**config.mk**
```make
export PLATFORM = sky130hd
export DESIGN_NAME = ldpc_enc_ctrl_flat
export DESIGN_NICKNAME = d
export VERILOG_FILES = /design/src/rtl/ldpc_enc_pkg.sv /design/src/rtl/ldpc_enc_ctrl_if.sv /design/src/rtl/ldpc_len_chk.sv /design/src/rtl/ldpc_enc_ctrl.sv /design/src/flat_wrapper.sv
export SDC_FILE = /design/constraint.sdc
export NUM_CORES = 1
export LEC_CHECK = 0
export BUFFER_PORTS_ARGS = -buffer_cell sky130_fd_sc_hd__buf_2
export CORE_MARGIN = 3
export CORE_UTILIZATION = 43
export DETAILED_ROUTE_END_ITERATION = 8
export PLACE_DENSITY = 0.64
export SYNTH_ARGS = -nofsm -noshare
export SYNTH_HDL_FRONTEND = slang
export SYNTH_SLANG_ARGS = --single-unit
```
**constraint.sdc**
```tcl
create_clock -name clk -period 2.5 [get_ports clk]
set_input_delay 0.25 -clock clk [delete_from_list [all_inputs] [get_ports clk]]
set_output_delay 0.25 -clock clk [all_outputs]
set_load 0.03 [all_outputs]
```
**src/rtl/ldpc_enc_pkg.sv**
```systemverilog
// Shared definitions for the LDPC encoder frame controller: FSM state
// encoding, default frame geometry and the encoder-side bus widths.
package ldpc_enc_pkg;

   localparam int K_DEF       = 4320;  // info bits per frame
   localparam int P_DEF       = 360;   // parity bits per frame / parallelism
   localparam int CLR_CYC_DEF = 3;     // encoder clear cycles before info phase

   localparam int CNT_W  = 13;         // info-bit counter width
   localparam int ADDR_W = 9;          // parity address width

   typedef logic [CNT_W-1:0]  cnt_t;
   typedef logic [ADDR_W-1:0] addr_t;

   typedef enum logic [2:0] {
      ST_IDLE,
      ST_CLEAR,
      ST_INFO,
      ST_DRAIN,
      ST_PARITY,
      ST_TAIL
   } state_e;

endpackage

```
**src/rtl/ldpc_enc_ctrl_if.sv**
```systemverilog
// Bit-stream interface of the frame controller: serial info bits in
// (valid/ready with a last marker) and the combined codeword stream out
// (valid only, downstream never stalls).
interface ldpc_enc_ctrl_if;

   logic s_valid;
   logic s_ready;
   logic s_data;
   logic s_last;

   logic m_valid;
   logic m_data;
   logic m_is_parity;
   logic m_last;

   // Bit source / sink side.
   modport master (
      output s_valid, s_data, s_last,
      input  s_ready,
      input  m_valid, m_data, m_is_parity, m_last
   );

   // Controller side.
   modport slave (
      input  s_valid, s_data, s_last,
      output s_ready,
      output m_valid, m_data, m_is_parity, m_last
   );

endinterface

```
**src/rtl/ldpc_len_chk.sv**
```systemverilog
// Frame length checker: flags an accepted info bit whose upstream last
// marker disagrees with the controller's own view of the final index.
// The frame length itself is never changed by s_last.
module ldpc_len_chk
   import ldpc_enc_pkg::*;
#(
   parameter int K = K_DEF
) (
   input  logic accept_i,   // info bit accepted this cycle
   input  cnt_t idx_i,      // index of the bit being accepted
   input  logic last_i,     // upstream last marker
   output logic err_o       // one-cycle mismatch pulse
);

   localparam cnt_t K_LAST = cnt_t'(K - 1);

   logic is_final;

   assign is_final = (idx_i == K_LAST);
   assign err_o    = accept_i & (last_i ^ is_final);

endmodule

```
**src/rtl/ldpc_enc_ctrl.sv**
```systemverilog
// Frame controller for the 360-way parallel LDPC parity encoder.
// Per frame: clear the encoder, feed K info bits (echoing them as the
// systematic part), let the last XOR settle, then read the P parity bits
// out highest address first and append them to the output stream.
module ldpc_enc_ctrl
   import ldpc_enc_pkg::*;
#(
   parameter int K       = K_DEF,
   parameter int P       = P_DEF,
   parameter int CLR_CYC = CLR_CYC_DEF
) (
   input  logic                  clk,
   input  logic                  rst,
   ldpc_enc_ctrl_if.slave        bus,
   output logic                  enc_rst_n,
   output logic                  enc_din_valid,
   output logic                  enc_din,
   output cnt_t                  enc_counter,
   output addr_t                 enc_out_addr,
   output logic                  enc_check,
   input  logic                  enc_dout,
   output logic                  err_frame,
   output logic                  busy
);

   localparam int            CLR_W    = (CLR_CYC > 1) ? $clog2(CLR_CYC) : 1;
   localparam logic [CLR_W-1:0] CLR_LAST = CLR_W'(CLR_CYC - 1);
   localparam cnt_t          K_LAST   = cnt_t'(K - 1);
   localparam addr_t         P_TOP    = addr_t'(P - 1);

   state_e           state_q, state_d;
   cnt_t             cnt_q, cnt_d;
   addr_t            addr_q, addr_d;
   logic [CLR_W-1:0] clr_q, clr_d;
   logic             sys_valid_q;
   logic             sys_data_q;

   logic             in_info;
   logic             accept;
   logic             par_valid;

   assign in_info = (state_q == ST_INFO);
   assign accept  = bus.s_valid & in_info;

   // State, info counter, parity address and clear-cycle counter.
   always_ff @(posedge clk or posedge rst) begin
      // NOTE: sequential state uses non-blocking assignments so every
      // register samples the pre-edge values, independent of block order.
      if (rst) begin
         state_q <= ST_IDLE;
         cnt_q   <= '0;
         addr_q  <= '0;
         clr_q   <= '0;
      end else begin
         state_q <= state_d;
         cnt_q   <= cnt_d;
         addr_q  <= addr_d;
         clr_q   <= clr_d;
      end
   end

   // Systematic echo: the accepted info bit appears one cycle later.
   always_ff @(posedge clk or posedge rst) begin
      if (rst) begin
         sys_valid_q <= 1'b0;
         sys_data_q  <= 1'b0;
      end else begin
         sys_valid_q <= accept;
         sys_data_q  <= accept & bus.s_data;
      end
   end

   // Next-state logic: frame sequencing and counter updates.
   always_comb begin
      // NOTE: every signal gets a default first so no branch can leave it
      // unassigned and infer a latch.
      state_d = state_q;
      cnt_d   = cnt_q;
      addr_d  = addr_q;
      clr_d   = '0;

      unique case (state_q)
         ST_IDLE: begin
            cnt_d = '0;
            if (bus.s_valid) state_d = ST_CLEAR;
         end
         ST_CLEAR: begin
            cnt_d = '0;
            if (clr_q == CLR_LAST) state_d = ST_INFO;
            else                   clr_d   = clr_q + 1'b1;
         end
         ST_INFO: begin
            if (accept) begin
               cnt_d = cnt_q + 1'b1;
               if (cnt_q == K_LAST) state_d = ST_DRAIN;
            end
         end
         ST_DRAIN: begin
            addr_d  = P_TOP;
            state_d = ST_PARITY;
         end
         ST_PARITY: begin
            if (addr_q == '0) state_d = ST_TAIL;
            else              addr_d  = addr_q - 1'b1;
         end
         ST_TAIL: begin
            // Counter returns to 0 so the next CLEAR starts from a clean index.
            cnt_d   = '0;
            state_d = bus.s_valid ? ST_CLEAR : ST_IDLE;
         end
         default: state_d = ST_IDLE;
      endcase
   end

   // Encoder parity output is registered, so no parity beat appears on
   // the first PARITY cycle; the last one (address 0) lands in TAIL.
   assign par_valid = ((state_q == ST_PARITY) && (addr_q != P_TOP)) ||
                      (state_q == ST_TAIL);

   assign bus.s_ready     = in_info;
   assign bus.m_valid     = sys_valid_q | par_valid;
   assign bus.m_data      = sys_valid_q ? sys_data_q : (par_valid & enc_dout);
   assign bus.m_is_parity = par_valid;
   assign bus.m_last      = (state_q == ST_TAIL);

   assign enc_rst_n     = (state_q inside {ST_INFO, ST_DRAIN, ST_PARITY, ST_TAIL});
   assign enc_din_valid = accept;
   assign enc_din       = accept & bus.s_data;
   assign enc_counter   = cnt_q;
   assign enc_out_addr  = addr_q;
   assign enc_check     = (state_q == ST_PARITY);
   assign busy          = (state_q != ST_IDLE);

   ldpc_len_chk #(
      .K (K)
   ) u_len_chk (
      .accept_i (accept),
      .idx_i    (cnt_q),
      .last_i   (bus.s_last),
      .err_o    (err_frame)
   );

endmodule

```
**src/flat_wrapper.sv**
```systemverilog
// flat-port wrapper written by rule: the top's interface ports become plain ports
module ldpc_enc_ctrl_flat import ldpc_enc_pkg::*;
#(
   parameter int K       = K_DEF,
   parameter int P       = P_DEF,
   parameter int CLR_CYC = CLR_CYC_DEF
)
  (clk, rst, enc_rst_n, enc_din_valid, enc_din, enc_counter, enc_out_addr, enc_check, enc_dout, err_frame, busy, bus_s_valid, bus_s_data, bus_s_last, bus_s_ready, bus_m_valid, bus_m_data, bus_m_is_parity, bus_m_last);
  ldpc_enc_ctrl_if bus_i ();
  input  logic clk;
  input  logic rst;
  output logic enc_rst_n;
  output logic enc_din_valid;
  output logic enc_din;
  output cnt_t enc_counter;
  output addr_t enc_out_addr;
  output logic enc_check;
  input  logic enc_dout;
  output logic err_frame;
  output logic busy;
  input wire logic [$bits(bus_i.s_valid)-1:0] bus_s_valid;
  input wire logic [$bits(bus_i.s_data)-1:0] bus_s_data;
  input wire logic [$bits(bus_i.s_last)-1:0] bus_s_last;
  output wire logic [$bits(bus_i.s_ready)-1:0] bus_s_ready;
  output wire logic [$bits(bus_i.m_valid)-1:0] bus_m_valid;
  output wire logic [$bits(bus_i.m_data)-1:0] bus_m_data;
  output wire logic [$bits(bus_i.m_is_parity)-1:0] bus_m_is_parity;
  output wire logic [$bits(bus_i.m_last)-1:0] bus_m_last;
  assign bus_i.s_valid = bus_s_valid;
  assign bus_i.s_data = bus_s_data;
  assign bus_i.s_last = bus_s_last;
  assign bus_s_ready = bus_i.s_ready;
  assign bus_m_valid = bus_i.m_valid;
  assign bus_m_data = bus_i.m_data;
  assign bus_m_is_parity = bus_i.m_is_parity;
  assign bus_m_last = bus_i.m_last;
  ldpc_enc_ctrl #(.K(K), .P(P), .CLR_CYC(CLR_CYC)) u_core (.clk(clk), .rst(rst), .bus(bus_i), .enc_rst_n(enc_rst_n), .enc_din_valid(enc_din_valid), .enc_din(enc_din), .enc_counter(enc_counter), .enc_out_addr(enc_out_addr), .enc_check(enc_check), .enc_dout(enc_dout), .err_frame(err_frame), .busy(busy));
endmodule
```
# --- Word level (Yosys, flattened, before mapping) ---
# Index checks and enable logic that the tools add are counted.
op_classes:
  muxes: 14
  n_addsub: 3
  n_eq_ne: 14
  n_reduce_logical: 12
  bitwise_logic: 6
op_table:
  columns: ["op", "n"]
  rows:
  - ["$pmux 13 s2", 1]
  - ["$pmux 3 s6", 1]
  - ["$pmux 9 s2", 1]
  - ["$mux 3", 5]
  - ["$add 13x1->13 const B", 1]
  - ["$eq 13x13->1 const B", 1]
  - ["$mux 13", 1]
  - ["$logic_not 9->1", 1]
  - ["$mux 9", 1]
  - ["$ne 9x9->1 const B", 1]
  - ["$sub 9x1->9 const B", 1]
  - ["$ne 2x2->1 const B", 4]
  - ["$eq 3x2->1 const B", 2]
  - ["$eq 3x3->1 const B", 2]
  - ["$reduce_and 5->1", 1]
  - ["$and 1x1->1", 4]
  - ["$mux 2", 2]
  - ["$ne 2x1->1 const B", 2]
  - ["$reduce_and 2->1", 2]
  - ["$reduce_bool 2->1", 2]
  - ["$reduce_bool 4->1", 1]
  - ["$eq 3x1->1 const B", 1]
  - ["$logic_not 3->1", 1]
  - ["$reduce_bool 3->1", 1]
  - ["8 further kinds", 9]
word_totals:
  in_bits: 6
  register_bits: 29
  elab_cells: 55
  out_inout_bits: 33

# --- Logic depth before layout (Yosys ltp) ---
logic_depth:
  depth_word: 5
  depth_mapped: 7

# --- Hierarchy ---
# From an unflattened synthesis, not the netlist that was laid out.
hier_totals:
  hier_cells: 182
  hier_area_um2: 1704.1
by_module_without_submodules:
  columns: ["mod", "cells_per_inst", "n_inst", "area_per_inst_um2"]
  rows:
  - ["ldpc_enc_ctrl", 174, 1, 1626.6]
  - ["ldpc_len_chk", 8, 1, 77.6]

# --- Worst setup path before layout ---
# Ideal clock, no wire load.
synth_path:
  path_kind: "flip-flop to output port"
  startpoint: "reg u_core.addr_q[0], in the netlist u_core.enc_out_addr[0]"
  endpoint: "out bus_m_data"
  t_arrival_ps: 2376
  stages_incl_launch_ff: 6
  slack_ps: -126
  path_cell_list: "dfrtp_1 -> ha_1 -> and4b_1 -> a31oi_1 -> nand2_1 -> o21ai_0"
synth_via:
  elab_chain_len: 5
synth_rtl:
  columns: ["item", "line_no", "source"]
  rows:
  - ["start: declaration", "ldpc_enc_ctrl.sv:33", "addr_t addr_q, addr_d;"]
  - ["start signal: assignment", "ldpc_enc_ctrl.sv:57", "addr_q <= addr_d;"]
  - ["$ne 9x9->1", "ldpc_enc_ctrl.sv:117", "assign par_valid = ((state_q == ST_PARITY) && (addr_q != P_TOP)) ||"]
  - ["$logic_and 1x1->1", "ldpc_enc_ctrl.sv:117", null]
  - ["$logic_or 1x1->1", "ldpc_enc_ctrl.sv:117", null]
  - ["net bus_m_is_parity", "flat_wrapper.sv:27", "output wire logic [$bits(bus_i.m_is_parity)-1:0] bus_m_is_parity;"]
  - ["$and 1x1->1", "ldpc_enc_ctrl.sv:122", "assign bus.m_data = sys_valid_q ? sys_data_q : (par_valid & enc_dout);"]
  - ["$mux 1", "ldpc_enc_ctrl.sv:122", null]
  - ["end: declaration", "flat_wrapper.sv:26", "output wire logic [$bits(bus_i.m_data)-1:0] bus_m_data;"]
# The timed path passes the listed nets, and every way through them passes these cells.

# --- Worst setup path after layout ---
layout_path:
  startpoint: "reg u_core.cnt_q[9], in the netlist u_core.enc_counter[9]"
  endpoint: "out err_frame"
layout_via:
  elab_chain_len: 3
layout_rtl:
  columns: ["item", "line_no", "source"]
  rows:
  - ["start: declaration", "ldpc_enc_ctrl.sv:32", "cnt_t cnt_q, cnt_d;"]
  - ["start signal: assignment", "ldpc_enc_ctrl.sv:56", "cnt_q <= cnt_d;"]
  - ["$eq 13x13->1", "ldpc_len_chk.sv:19", "assign is_final = (idx_i == K_LAST);"]
  - ["$xor 1x1->1", "ldpc_len_chk.sv:20", "assign err_o = accept_i & (last_i ^ is_final);"]
  - ["$and 1x1->1", "ldpc_len_chk.sv:20", null]
  - ["end: declaration", "flat_wrapper.sv:19", "output logic err_frame;"]
# No other way between the ends.

==> out/results.tsv <==
stage	metric	value	unit
status	outcome	finished clean	
cts	cts_sinks	29	
yosys	syn-instance-count	180	
global_routing	antenna_found_initial	0	
yosys	synthMuxAreaShare	0	%
yosys	syn_avg_cell_area	9.45	um2
route	top_layer	met4	
global_routing	grt_pass1_wl	6720	um
placement	gp_congestion	0.861	
sta	worst_pin_slew	0.580	ns
layout	drive_above_1_share	25.9	%
placement	dp_hpwl	2930	um
route	wl_met2	1970	um
cts	clk_pin_slew_worst_paths	0.06	ns
worst_setup_path	cp-start-kind	flip-flop	
global_routing	grt_usage	19.3	%
hold_path	hold_path_class	primary input to asynchronous set/reset pin	
floorplanning	die_height	68.9	um
floorplanning	die_x	68.9	um
worst_setup_path	worstPathRequired	2.25	ns
yosys	synth_area	0.00170	mm2
pwr	power.density	1050	mW/mm2
yosys	yosys_warnings	0	
floorplanning	die-area	0.00475	mm2
sta	setup_viol_count_final	0	
yosys	synth_edf_count	0	
cts	clock_path_buffers	2	
layout	design_area	0.00204	mm2
worst_setup_path	r2r_cells	6	
sta	final-max-slew-violation-count	0	
pwr	ir_worst_vdd	435	uV
sta	rsz0062_at_grt	no	
route	remaining_drc_errors	0	
sta	maxSlewHeadroom	61.3	%
cts	clock_latency	0.27	ns
worst_setup_path	worst-path-max-fanout	8	
layout	utilization	54.4	%
global_routing	grt_pass1_vias	1450	
sta	hold_viol	0	
placement	place_area	0.00194	mm2
layout	final_cell_count_no_fill	268	
route	dr_wl_met3	236	um
yosys	synthXorXnorAreaFrac	5.67	%
worst_setup_path	arrival	2.00	ns
sta	fmax	0.444	GHz
floorplanning	core_area	0.00374	mm2
route	drt_iter0_drc	100	
sta	fin_crit_sh	90.0	%
yosys	syn_nets	190	
cts	cts_resized	0	
layout	fillerInstances	389	
route	vias_per_cell	5.71	
cts	holdBufCountCts	0	
yosys	ys.flop_type	dfrtp_1	
cts	numCtsBuffers	5	
cts	cts_tree	built	
layout	antenna_cells	0	
yosys	synth_compound_area_share	17.7	%
worst_setup_path	crit_type	flip-flop to output pin	
worst_setup_path	r2r_slack	0.55	ns
floorplanning	ios	39	
route	dr.pass1.iters	5	
yosys	synth_top_family_by_area	simple AND/OR/NAND/NOR gates	
layout	final_nets	229	
route	wl	4070	um
cts	cts_max_level	2	
worst_setup_path	r2r-end	u_core.enc_out_addr[2]	
route	ant_nets	0	
worst_setup_path	critPathCaptureType	output pin	
yosys	synth_seq_area_share	42.7	%
floorplanning	rows	22	
sta	finalCriticalPeriod	2.25	ns
sta	final.setup.tns	0	ns
route	m1WireLength	1840	um
yosys	yosys.area_share.adder	2.94	%
worst_setup_path	r2r_start	u_core.enc_out_addr[0]	
cts	cts-root-buf	clkbuf_8	
route	via_count	1529	
placement	dp.cells	260	
route	wl_per_cell	15.2	um
layout	syn_to_final_growth	19.8	%
job	maxCapViolCount	0	
yosys	yosys.area_share.simple	27.2	%
sta	fin_skew	0.00548	ns
placement	numPortBuffers	38	
yosys	synth.distinct_cells	48	
global_routing	grt-ovfl-total	0	
yosys	async_flop_share	100	%
floorplanning	start_util	45.4	%
yosys	ys_ff_latch	29	
pwr	leakage	0.000927	uW
global_routing	grt_max_degree	30	
cts	post-cts-setup-buffers	0	
[critical path, stage by stage (launching register included)]
cell and delay, ns:
dfrtp_1 0.45, or4_1 0.56, nor4_2 0.32, xnor2_1 0.10
nor2_1 0.09, buf_2 0.21
[metrics by stage]
| stage | power [uW] | worst slack, ns | hold WS [ns] |
|---|---|---|---|
| floorplan | 1460 | 0.0903 | 0.328 |
| global placement | 1700 | 0.611 | 0.340 |
| detailed placement | 1720 | 0.525 | 0.348 |
| CTS | 2160 | 0.219 | 0.0452 |
| global route | 2300 | 0.125 | 0.0674 |
| finish | 2140 | 0.249 | 0.0418 |
[worst max path at each step]
| stage | start | endpoint |
|---|---|---|
| global route | u_core.enc_counter[9] | err_frame |
| detailed placement | u_core.enc_counter[9] | err_frame |
| CTS | u_core.enc_counter[9] | err_frame |
| global placement | u_core.enc_counter[9] | err_frame |
| finish | u_core.enc_counter[9] | err_frame |
| floorplan | u_core.enc_out_addr[0] | bus_m_data |
[report_power, final]
group          internal [uW]  total, uW  switching [uW]
clock                    248        426             178
combinational            340        936             596
sequential               568        779             211
[metal layers]
layer / global-route usage [%] / vias to the layer above
li1: - / 738
met1: 25.0 / 734
met2: 31.2 / 55
met3: 3.73 / 2
met4: 8.76 / 0
met5: 0 / -
[layout by cell type, fill, tap and decap left out, drive strengths merged, types with 4 or more instances in the layout]
| master | count |
|---|---|
| buf | 41 |
| dfrtp | 29 |
| nor2 | 15 |
| nand2 | 12 |
| a21oi | 8 |
| o21ai | 8 |
| inv | 7 |
| clkbuf | 7 |
| xor2 | 6 |
| nand2b | 6 |
| a31oi | 5 |
| xnor2 | 5 |
| nor4 | 5 |
| o211ai | 5 |
| or4 | 4 |
| nor3 | 4 |
| ha | 4 |
[cells by family (layout without fill, tap and decap cells)]
family,after synthesis,after routing
XOR/XNOR,11,11
adder cells (fa/ha/maj),4,4
AO/OA/AOI/OAI,43,43
buffers and inverters,16,56
flip-flops,29,29
AND/OR/NAND/NOR,77,77
[layout make-up]
cell class / count / area [um2] / area share, %
multi-input combinational: 135 / 911 / 44.7
sequential: 29 / 726 / 35.6
timing repair buffer: 41 / 213 / 10.4
clock buffer: 7 / 96.3 / 4.73
tap: 48 / 60.1 / 2.95
inverter: 7 / 26.3 / 1.29
clock inverter: 1 / 5.00 / 0.246
[sequential cells by signal, indices dropped and copies added (netlist names)]
signal               count
u_core.enc_counter      13
u_core.enc_out_addr      9
u_core.state_q           3
u_core.clr_q             2
u_core.sys_data_q        1
u_core.sys_valid_q       1
[cells in the mapped netlist, types with 3 or more instances]
cell	number	area, um2
nand2_1	12	45.0
o211ai_1	4	30.0
nand3_1	3	15.0
ha_1	4	50.1
clkbuf_1	5	18.8
buf_2	3	15.0
nand4_1	3	18.8
xor2_1	6	52.6
dfrtp_1	29	726
nor4_1	4	25.0
a21oi_1	8	40.0
nor2_1	15	56.3
a31oi_1	5	31.3
xnor2_1	5	43.8
nor2b_1	3	18.8
a211oi_1	3	22.5
inv_1	7	26.3
o21ai_0	8	40.0
nor3_1	4	20.0
nand2b_1	5	31.3
or4_1	4	30.0
No activity file was read; power rests on OpenSTA's default activity.
